File: config.mk
export PLATFORM = sky130hd
export DESIGN_NAME = alu_req_sequencer
export DESIGN_NICKNAME = d
export VERILOG_FILES = /design/src/rtl/alu_req_sequencer.sv
export SDC_FILE = /design/constraint.sdc
export NUM_CORES = 1
export LEC_CHECK = 0
export ABC_AREA = 1
export CORE_MARGIN = 8
export CORE_UTILIZATION = 40
export CTS_BUF_LIST = sky130_fd_sc_hd__clkbuf_8
export DETAILED_ROUTE_END_ITERATION = 10
export GPL_TIMING_DRIVEN = 0
export PLACE_DENSITY = 0.67
export SLEW_MARGIN = 5
export SYNTH_ARGS = -nofsm -noshare
export SYNTH_HDL_FRONTEND = slang
export SYNTH_SLANG_ARGS = --single-unit
File: constraint.sdc
create_clock -name clk_i -period 7.1 [get_ports clk_i]
set_input_delay 1.065 -clock clk_i [delete_from_list [all_inputs] [get_ports clk_i]]
set_output_delay 1.065 -clock clk_i [all_outputs]
set_load 0.1 [all_outputs]
File: src/rtl/alu_req_sequencer.sv
// Request-side sequencer for the alu: merges split operand beats, issues one CE strobe,
// captures the registered ALU result after a fixed latency and returns it on a response handshake.
module alu_req_sequencer #(
    parameter int WIDTH     = 8,
    parameter int RES_WIDTH = 16,
    parameter int CMD_WIDTH = 4,
    parameter int LATENCY   = 2,
    parameter int TIMEOUT   = 16
) (
    input  logic                 clk_i,
    input  logic                 rst_i,
    input  logic                 reqValid_i,
    output logic                 reqReady_o,
    input  logic [WIDTH-1:0]     reqOpa_i,
    input  logic [WIDTH-1:0]     reqOpb_i,
    input  logic                 reqCin_i,
    input  logic                 reqMode_i,
    input  logic [CMD_WIDTH-1:0] reqCmd_i,
    input  logic [1:0]           reqInpValid_i,
    output logic [WIDTH-1:0]     opa_o,
    output logic [WIDTH-1:0]     opb_o,
    output logic                 cin_o,
    output logic                 mode_o,
    output logic                 ce_o,
    output logic [CMD_WIDTH-1:0] cmd_o,
    output logic [1:0]           inpValid_o,
    input  logic [RES_WIDTH-1:0] aluRes_i,
    input  logic [5:0]           aluFlags_i,
    output logic                 rspValid_o,
    input  logic                 rspReady_i,
    output logic [RES_WIDTH-1:0] rspRes_o,
    output logic [5:0]           rspFlags_o,
    output logic                 rspTimeout_o
);

    localparam int CNT_MAX = (TIMEOUT > LATENCY) ? TIMEOUT : LATENCY;
    localparam int CNT_W   = $clog2(CNT_MAX + 1);

    typedef enum logic [2:0] {IDLE, COLLECT, ISSUE, WAIT, RESP} state_t;

    // Single-operand commands of the shared alu command encoding.
    function automatic logic [1:0] needOps(input logic mode, input logic [CMD_WIDTH-1:0] cmd);
        logic [1:0] need;
        need = 2'b11;
        if (mode) begin
            if (cmd == CMD_WIDTH'(4) || cmd == CMD_WIDTH'(5))       need = 2'b01;
            else if (cmd == CMD_WIDTH'(6) || cmd == CMD_WIDTH'(7))  need = 2'b10;
        end else begin
            if (cmd == CMD_WIDTH'(6) || cmd == CMD_WIDTH'(8) || cmd == CMD_WIDTH'(9))
                need = 2'b01;
            else if (cmd == CMD_WIDTH'(7) || cmd == CMD_WIDTH'(10) || cmd == CMD_WIDTH'(11))
                need = 2'b10;
        end
        return need;
    endfunction

    state_t                 state_q, state_d;
    logic [CNT_W-1:0]       cnt_q, cnt_d;
    logic [1:0]             held_q, held_d;
    logic [WIDTH-1:0]       opaLat_q, opaLat_d, opbLat_q, opbLat_d;
    logic                   cinLat_q, cinLat_d, modeLat_q, modeLat_d;
    logic [CMD_WIDTH-1:0]   cmdLat_q, cmdLat_d;
    logic [WIDTH-1:0]       drvOpa_q, drvOpa_d, drvOpb_q, drvOpb_d;
    logic                   drvCin_q, drvCin_d, drvMode_q, drvMode_d, ce_q, ce_d;
    logic [CMD_WIDTH-1:0]   drvCmd_q, drvCmd_d;
    logic [1:0]             ivld_q, ivld_d;
    logic [RES_WIDTH-1:0]   rspRes_q, rspRes_d;
    logic [5:0]             rspFlags_q, rspFlags_d;
    logic                   rspTo_q, rspTo_d;
    logic                   acceptState, beat, goIssue;
    logic [1:0]             need;

    assign acceptState = (state_q == IDLE) || (state_q == COLLECT);
    assign beat        = reqValid_i && acceptState;
    assign need        = (state_q == IDLE) ? needOps(reqMode_i, reqCmd_i)
                                           : needOps(modeLat_q, cmdLat_q);

    // Ready is gated by reset so it reads 0 while reset is held even though the FSM sits in IDLE.
    assign reqReady_o   = acceptState && !rst_i;
    assign rspValid_o   = (state_q == RESP);
    assign opa_o        = drvOpa_q;
    assign opb_o        = drvOpb_q;
    assign cin_o        = drvCin_q;
    assign mode_o       = drvMode_q;
    assign cmd_o        = drvCmd_q;
    assign ce_o         = ce_q;
    assign inpValid_o   = ivld_q;
    assign rspRes_o     = rspRes_q;
    assign rspFlags_o   = rspFlags_q;
    assign rspTimeout_o = rspTo_q;

    always_comb begin
        state_d    = state_q;
        cnt_d      = cnt_q;
        held_d     = held_q;
        opaLat_d   = opaLat_q;
        opbLat_d   = opbLat_q;
        cinLat_d   = cinLat_q;
        modeLat_d  = modeLat_q;
        cmdLat_d   = cmdLat_q;
        drvOpa_d   = drvOpa_q;
        drvOpb_d   = drvOpb_q;
        drvCin_d   = drvCin_q;
        drvMode_d  = drvMode_q;
        drvCmd_d   = drvCmd_q;
        ce_d       = 1'b0;
        ivld_d     = 2'b00;
        rspRes_d   = rspRes_q;
        rspFlags_d = rspFlags_q;
        rspTo_d    = rspTo_q;
        goIssue    = 1'b0;

        case (state_q)
            IDLE: begin
                if (beat && reqInpValid_i != 2'b00) begin
                    cmdLat_d  = reqCmd_i;
                    modeLat_d = reqMode_i;
                    cinLat_d  = reqCin_i;
                    held_d    = reqInpValid_i;
                    opaLat_d  = reqInpValid_i[0] ? reqOpa_i : '0;
                    opbLat_d  = reqInpValid_i[1] ? reqOpb_i : '0;
                    if ((held_d & need) == need) begin
                        goIssue = 1'b1;
                    end else begin
                        state_d = COLLECT;
                        cnt_d   = '0;
                    end
                end
            end
            COLLECT: begin
                cnt_d = cnt_q + CNT_W'(1);
                if (beat) begin
                    if (reqInpValid_i[0] && !held_q[0]) opaLat_d = reqOpa_i;
                    if (reqInpValid_i[1] && !held_q[1]) opbLat_d = reqOpb_i;
                    held_d = held_q | reqInpValid_i;
                end
                // A completing beat beats expiry in the same cycle.
                if ((held_d & need) == need) begin
                    goIssue = 1'b1;
                end else if (cnt_q == CNT_W'(TIMEOUT - 1)) begin
                    state_d    = RESP;
                    rspRes_d   = '0;
                    rspFlags_d = '0;
                    rspTo_d    = 1'b1;
                end
            end
            ISSUE: begin
                state_d = WAIT;
                cnt_d   = '0;
            end
            WAIT: begin
                cnt_d = cnt_q + CNT_W'(1);
                if (cnt_q == CNT_W'(LATENCY - 1)) begin
                    state_d    = RESP;
                    rspRes_d   = aluRes_i;
                    rspFlags_d = aluFlags_i;
                    rspTo_d    = 1'b0;
                end
            end
            RESP: begin
                if (rspReady_i) state_d = IDLE;
            end
            default: state_d = IDLE;
        endcase

        if (goIssue) begin
            state_d   = ISSUE;
            ce_d      = 1'b1;
            ivld_d    = held_d;
            drvOpa_d  = held_d[0] ? opaLat_d : '0;
            drvOpb_d  = held_d[1] ? opbLat_d : '0;
            drvCin_d  = cinLat_d;
            drvMode_d = modeLat_d;
            drvCmd_d  = cmdLat_d;
        end
    end

    always_ff @(posedge clk_i or posedge rst_i) begin
        if (rst_i) begin
            state_q    <= IDLE;
            cnt_q      <= '0;
            held_q     <= '0;
            opaLat_q   <= '0;
            opbLat_q   <= '0;
            cinLat_q   <= 1'b0;
            modeLat_q  <= 1'b0;
            cmdLat_q   <= '0;
            drvOpa_q   <= '0;
            drvOpb_q   <= '0;
            drvCin_q   <= 1'b0;
            drvMode_q  <= 1'b0;
            drvCmd_q   <= '0;
            ce_q       <= 1'b0;
            ivld_q     <= '0;
            rspRes_q   <= '0;
            rspFlags_q <= '0;
            rspTo_q    <= 1'b0;
        end else begin
            state_q    <= state_d;
            cnt_q      <= cnt_d;
            held_q     <= held_d;
            opaLat_q   <= opaLat_d;
            opbLat_q   <= opbLat_d;
            cinLat_q   <= cinLat_d;
            modeLat_q  <= modeLat_d;
            cmdLat_q   <= cmdLat_d;
            drvOpa_q   <= drvOpa_d;
            drvOpb_q   <= drvOpb_d;
            drvCin_q   <= drvCin_d;
            drvMode_q  <= drvMode_d;
            drvCmd_q   <= drvCmd_d;
            ce_q       <= ce_d;
            ivld_q     <= ivld_d;
            rspRes_q   <= rspRes_d;
            rspFlags_q <= rspFlags_d;
            rspTo_q    <= rspTo_d;
        end
    end

endmodule

# --- Word level (Yosys, flattened, before mapping) ---
# Cells that the tools add are included.
word_totals:
  inputBits: 50
  regBits: 80
  out_inout_bits: 50
  word_cells: 148
op_classes:
  n_bitwise: 3
  n_mux: 62
  n_eq_ne: 35
  reduce_logical: 29
  addsub: 1
op_table:
  columns: ["op", "count"]
  rows:
  - ["8-bit 2-to-1 mux", 10]
  - ["16-bit 2-to-1 mux", 3]
  - ["4-bit by 3-bit == test with 1-bit output, second input constant", 8]
  - ["4-bit == test, second input constant", 8]
  - ["16-bit case mux with 2 select lines", 1]
  - ["8-bit case mux with 2 select lines", 2]
  - ["2-bit 2-to-1 mux", 11]
  - ["3-bit 2-to-1 mux", 7]
  - ["6-bit 2-to-1 mux", 3]
  - ["1-bit 2-to-1 mux", 15]
  - ["3-bit case mux with 5 select lines", 1]
  - ["5-bit case mux with 3 select lines", 1]
  - ["1-bit logical OR", 13]
  - ["6-bit case mux with 2 select lines", 1]
  - ["5-bit 2-to-1 mux", 2]
  - ["3-bit != test, second input constant", 3]
  - ["4-bit 2-to-1 mux", 2]
  - ["3-bit by 2-bit == test with 1-bit output, second input constant", 2]
  - ["2-bit != test, second input constant", 3]
  - ["3-bit by 2-bit != test with 1-bit output, second input constant", 2]
  - ["6-bit AND reduction", 1]
  - ["5-bit by 1-bit adder with 5-bit output, second input constant", 1]
  - ["5-bit by 1-bit == test with 1-bit output, second input constant", 1]
  - ["5-bit by 4-bit == test with 1-bit output, second input constant", 1]
  - ["17 further kinds", 28]

# --- Logic depth before layout (Yosys ltp) ---
logic_depth:
  ltp_word: 14
  ltp_mapped: 14
  ltp_nobuf: 13

# --- Worst setup path before layout ---
# OpenSTA, ideal clock, no wires.
synth_timing:
  kind: "flip-flop to output port"
  from: "reg state_q[0]"
  to: "out rspValid_o"
  path_slack_ns: 3.531
  arrival_time_ns: 2.504
  path_stages_with_launch: 2
  path_cell_list: "dfrtp_1 -> nor3_1"
synth_via:
  elab_chain_len: 1
synth_rtl:
  columns: ["element", "line", "text"]
  rows:
  - ["start, declared", "57", "state_t state_q, state_d;"]
  - ["start signal, assigned", "199", "state_q <= state_d;"]
  - ["3-bit == test", "80", "assign rspValid_o = (state_q == RESP);"]
  - ["end, declared", "29", "output logic rspValid_o,"]
# No other way between the ends.

# --- Worst setup path after layout ---
layout_timing:
  from: "reg state_q[0]"
  to: "out reqReady_o"
layout_via:
  elab_chain_len: 3
  word_cells_on_any_way: 4
layout_rtl:
  columns: ["element", "line", "text"]
  rows:
  - ["3-bit by 1-bit == test with 1-bit output / 3-bit zero test (equally long branches)", "73", "assign acceptState = (state_q == IDLE) || (state_q == COLLECT);"]
  - ["1-bit logical OR *", "73", null]
  - ["1-bit logical AND *", "79", "assign reqReady_o = acceptState && !rst_i;"]
  - ["end, declared", "13", "output logic reqReady_o,"]
# Mark *: on every way between the ends. The rest lies on a longest branch, timed or not.

==> summary.txt <==
Outcome
  • Outcome: completed

Global routing
  • First-pass GRT wire length: 21.4 mm
  • Vias in the first global route: 4440
  • Number of antenna violations at the first check in global routing: 0
  • Largest net degree at the start of global routing: 51
  • Total track usage: 18.2%
  • Gr ovfl total: 0

STA
  • Final Max Tran Viols: 0
  • Relative slew slack: 32.7%
  • Final setup fails: 0
  • Worst slew pin tran: 1.01 ns
  • RSZ-0062 raised after global routing: no
  • Peak Freq: 228 MHz
  • Final Hold Vio Count: 0
  • Final min period: 4.38 ns
  • Setup tns final: 0 ns
  • Final Cycle Share: 61.7%
  • Layout Skew: 0.00946 ns

Placement
  • GPL Wtd Cong: 0.857
  • IO Port Bufs: 97
  • Dpl hpwl: 9.38 mm

Worst setup path
  • CP required: 6.03 ns
  • Startpoint Class: flop
  • Critical path arrival: 3.32 ns
  • Crit path kind: flop to output port
  • Crit end category: output port
  • Max FO, Critical Path: 10

Final layout
  • Layout cells sized above 1: 7.17%
  • Filler cell count: 979
  • Synth-to-layout area growth: 32.8%
  • Post-layout nets: 745
  • Antenna Cells: 0

Clock tree
  • Post-CTS Setup Inserts: 0
  • Worst-path clk slew: 0.09 ns
  • Clk root buf: clkbuf_8
  • Clock Tree Buf Depth: 2
  • Cts hold-fix bufs: 0
  • Clock Sinks: 80
  • PostCTS Resize Cnt: 0
  • CTS H-Tree Depth: 3
  • Clk Latency, worst-skew pair: 0.36 ns
  • CTS tree: built
  • CTS Buf Count: 9

Synth
  • Synth Area in Simple Gates: 38.8%
  • Syn Nets: 636
  • Syn Inst Count: 583
  • Commonest cells in the netlist: 214 x nand2_1, 93 x nand3_1, 80 x dfrtp_1
  • Synth Area in Compound Gates: 5.63%
  • Post-Syn Area per Cell: 7.32 µm²
  • Post-synth EDFFs: 0
  • Synthesized area: 0.00427 mm²
  • Synthesized flop and latch total: 80
  • Netlist cell types: 23
  • Asr flop ratio synth: 100%
  • Post-Synth XOR/XNOR Area: 0%
  • Area leader, netlist: dfrtp_1
  • YS warnings: 0
  • Adder-cell share of the synthesized area: 0.879%
  • Top-count cell post-synth: nand2_1
  • Mux cell area share after synthesis: 0%
  • Post-synth top area share: 46.9%
  • Post-synth top flop: dfrtp_1
  • Post-synthesis sequential area ratio: 46.9%
  • Largest cells by area after synthesis: dfrtp_1 47%, nand2_1 19%, nand3_1 11%, nand4_1 4.1%, inv_1 3.4%
  • Largest family of logic cells by synthesized area: simple AND/OR/NAND/NOR gates

Floorplan
  • Initial Utilization: 41.4%
  • IO Count: 100
  • Num rows: 37
  • Core Region: 0.0103 mm²
  • Chip height: 119 µm
  • Die width: 119 µm
  • Die ar.: 0.0142 mm²

Route
  • Via Count: 4395
  • Avg Vias per Cell: 5.28
  • Remaining DRCs: 0
  • DR pass1 iterations: 5
  • WL/cell: 15.5 µm
  • Total wire length: 12.9 mm
  • Antenna-violating nets left: 0
  • Initial DRC Count: 378

Min path
  • Hold Crit Class: flop to flop

Run
  • MaxCap Viol Count: 0
-- through the flow --
stage	instance area [µm²]	utilization (%)	cells	hold WS, ns	setup WS (ns)
global route	5670	54.9	833	0.507	2.63
floorplan	4270	-	583	0.442	3.53
detailed placement	5440	52.7	817	0.458	3.16
global placement	5410	52.4	816	0.453	2.52
CTS	5670	54.9	833	0.480	2.74
finish	5670	54.9	833	0.476	2.72
-- registers in the layout (all words and copies together) (netlist names), 5 cells and up --
name,count
rspRes_o,16
opaLat_q,8
opa_o,8
opbLat_q,8
opb_o,8
rspFlags_o,6
cnt_q,5
-- worst max-delay path, stage by stage (launching register included) --
cell and delay, ns:
dfrtp_1 0.45, nor2_1 0.22, nand2_1 0.17, nand2_4 0.15, clkinv_1 0.27, clkbuf_1 0.35
nor2_1 0.19, clkdlybuf4s50_1 1.16
-- logic make-up after synthesis --
| logic type | Yosys count |
|---|---|
| AOI/OAI and AO/OA | 48 |
| adders and majority gates | 3 |
| buffers and inverters | 78 |
| DFF | 80 |
| and+or+nand+nor | 374 |
-- layer usage --
layer	global-route usage (%)	vias up	part of all wire (%)
li1	-	2112	-
met1	22.3	2082	44
met2	30.1	180	47
met3	5.48	21	7.6
met4	5.78	0	1.5
met5	0	-	0
-- area by class of cell --
class | count | area [µm²] | share of cell area, %
repair buffers | 98 | 998 | 17.6
inverters | 49 | 186 | 3.29
clock buffers | 9 | 124 | 2.19
flip-flops and latches | 80 | 2000 | 35.3
plain buffers | 29 | 149 | 2.63
well taps | 136 | 170 | 3.00
multi-input cells | 425 | 1930 | 34.1
clock inverters | 7 | 104 | 1.83
-- worst paths after layout --
kind,start,end,slack [ns],depth (start not counted)
worst min-delay path,rspRes_o[1],rspRes_o[1],0.48,2
min in group asynchronous,rst_i,opb_o[5],1.10,2
worst min register to register,rspRes_o[1],rspRes_o[1],0.48,2
worst max-delay path,state_q[0],reqReady_o,2.72,7
max in group asynchronous,rst_i,rspRes_o[15],5.42,3
worst max register to register,state_q[0],opb_o[5],4.92,13
-- cells in the final DEF, fill, tap and decap left out, types with 2 or more instances in the layout --
cell type,synthesis,final
ha_1,3,3
nand2_4,3,3
bufinv_16,0,2
buf_2,14,14
clkinvlp_4,0,2
a21oi_1,18,18
nand2_1,214,214
inv_1,39,38
nand3_2,3,3
nand3_1,93,93
nand4_1,28,28
clkbuf_8,0,9
inv_2,5,5
nor2_1,28,28
buf_6,2,2
clkdlybuf4s50_1,0,97
buf_4,2,2
o21ai_0,25,25
o21ai_1,5,5
clkbuf_1,11,11
dfrtp_1,80,80
clkinv_1,5,5
Power is left out: the tool's default activity adds up to more than one toggle a clock period on the data nets, which glitch-free logic cannot reach.
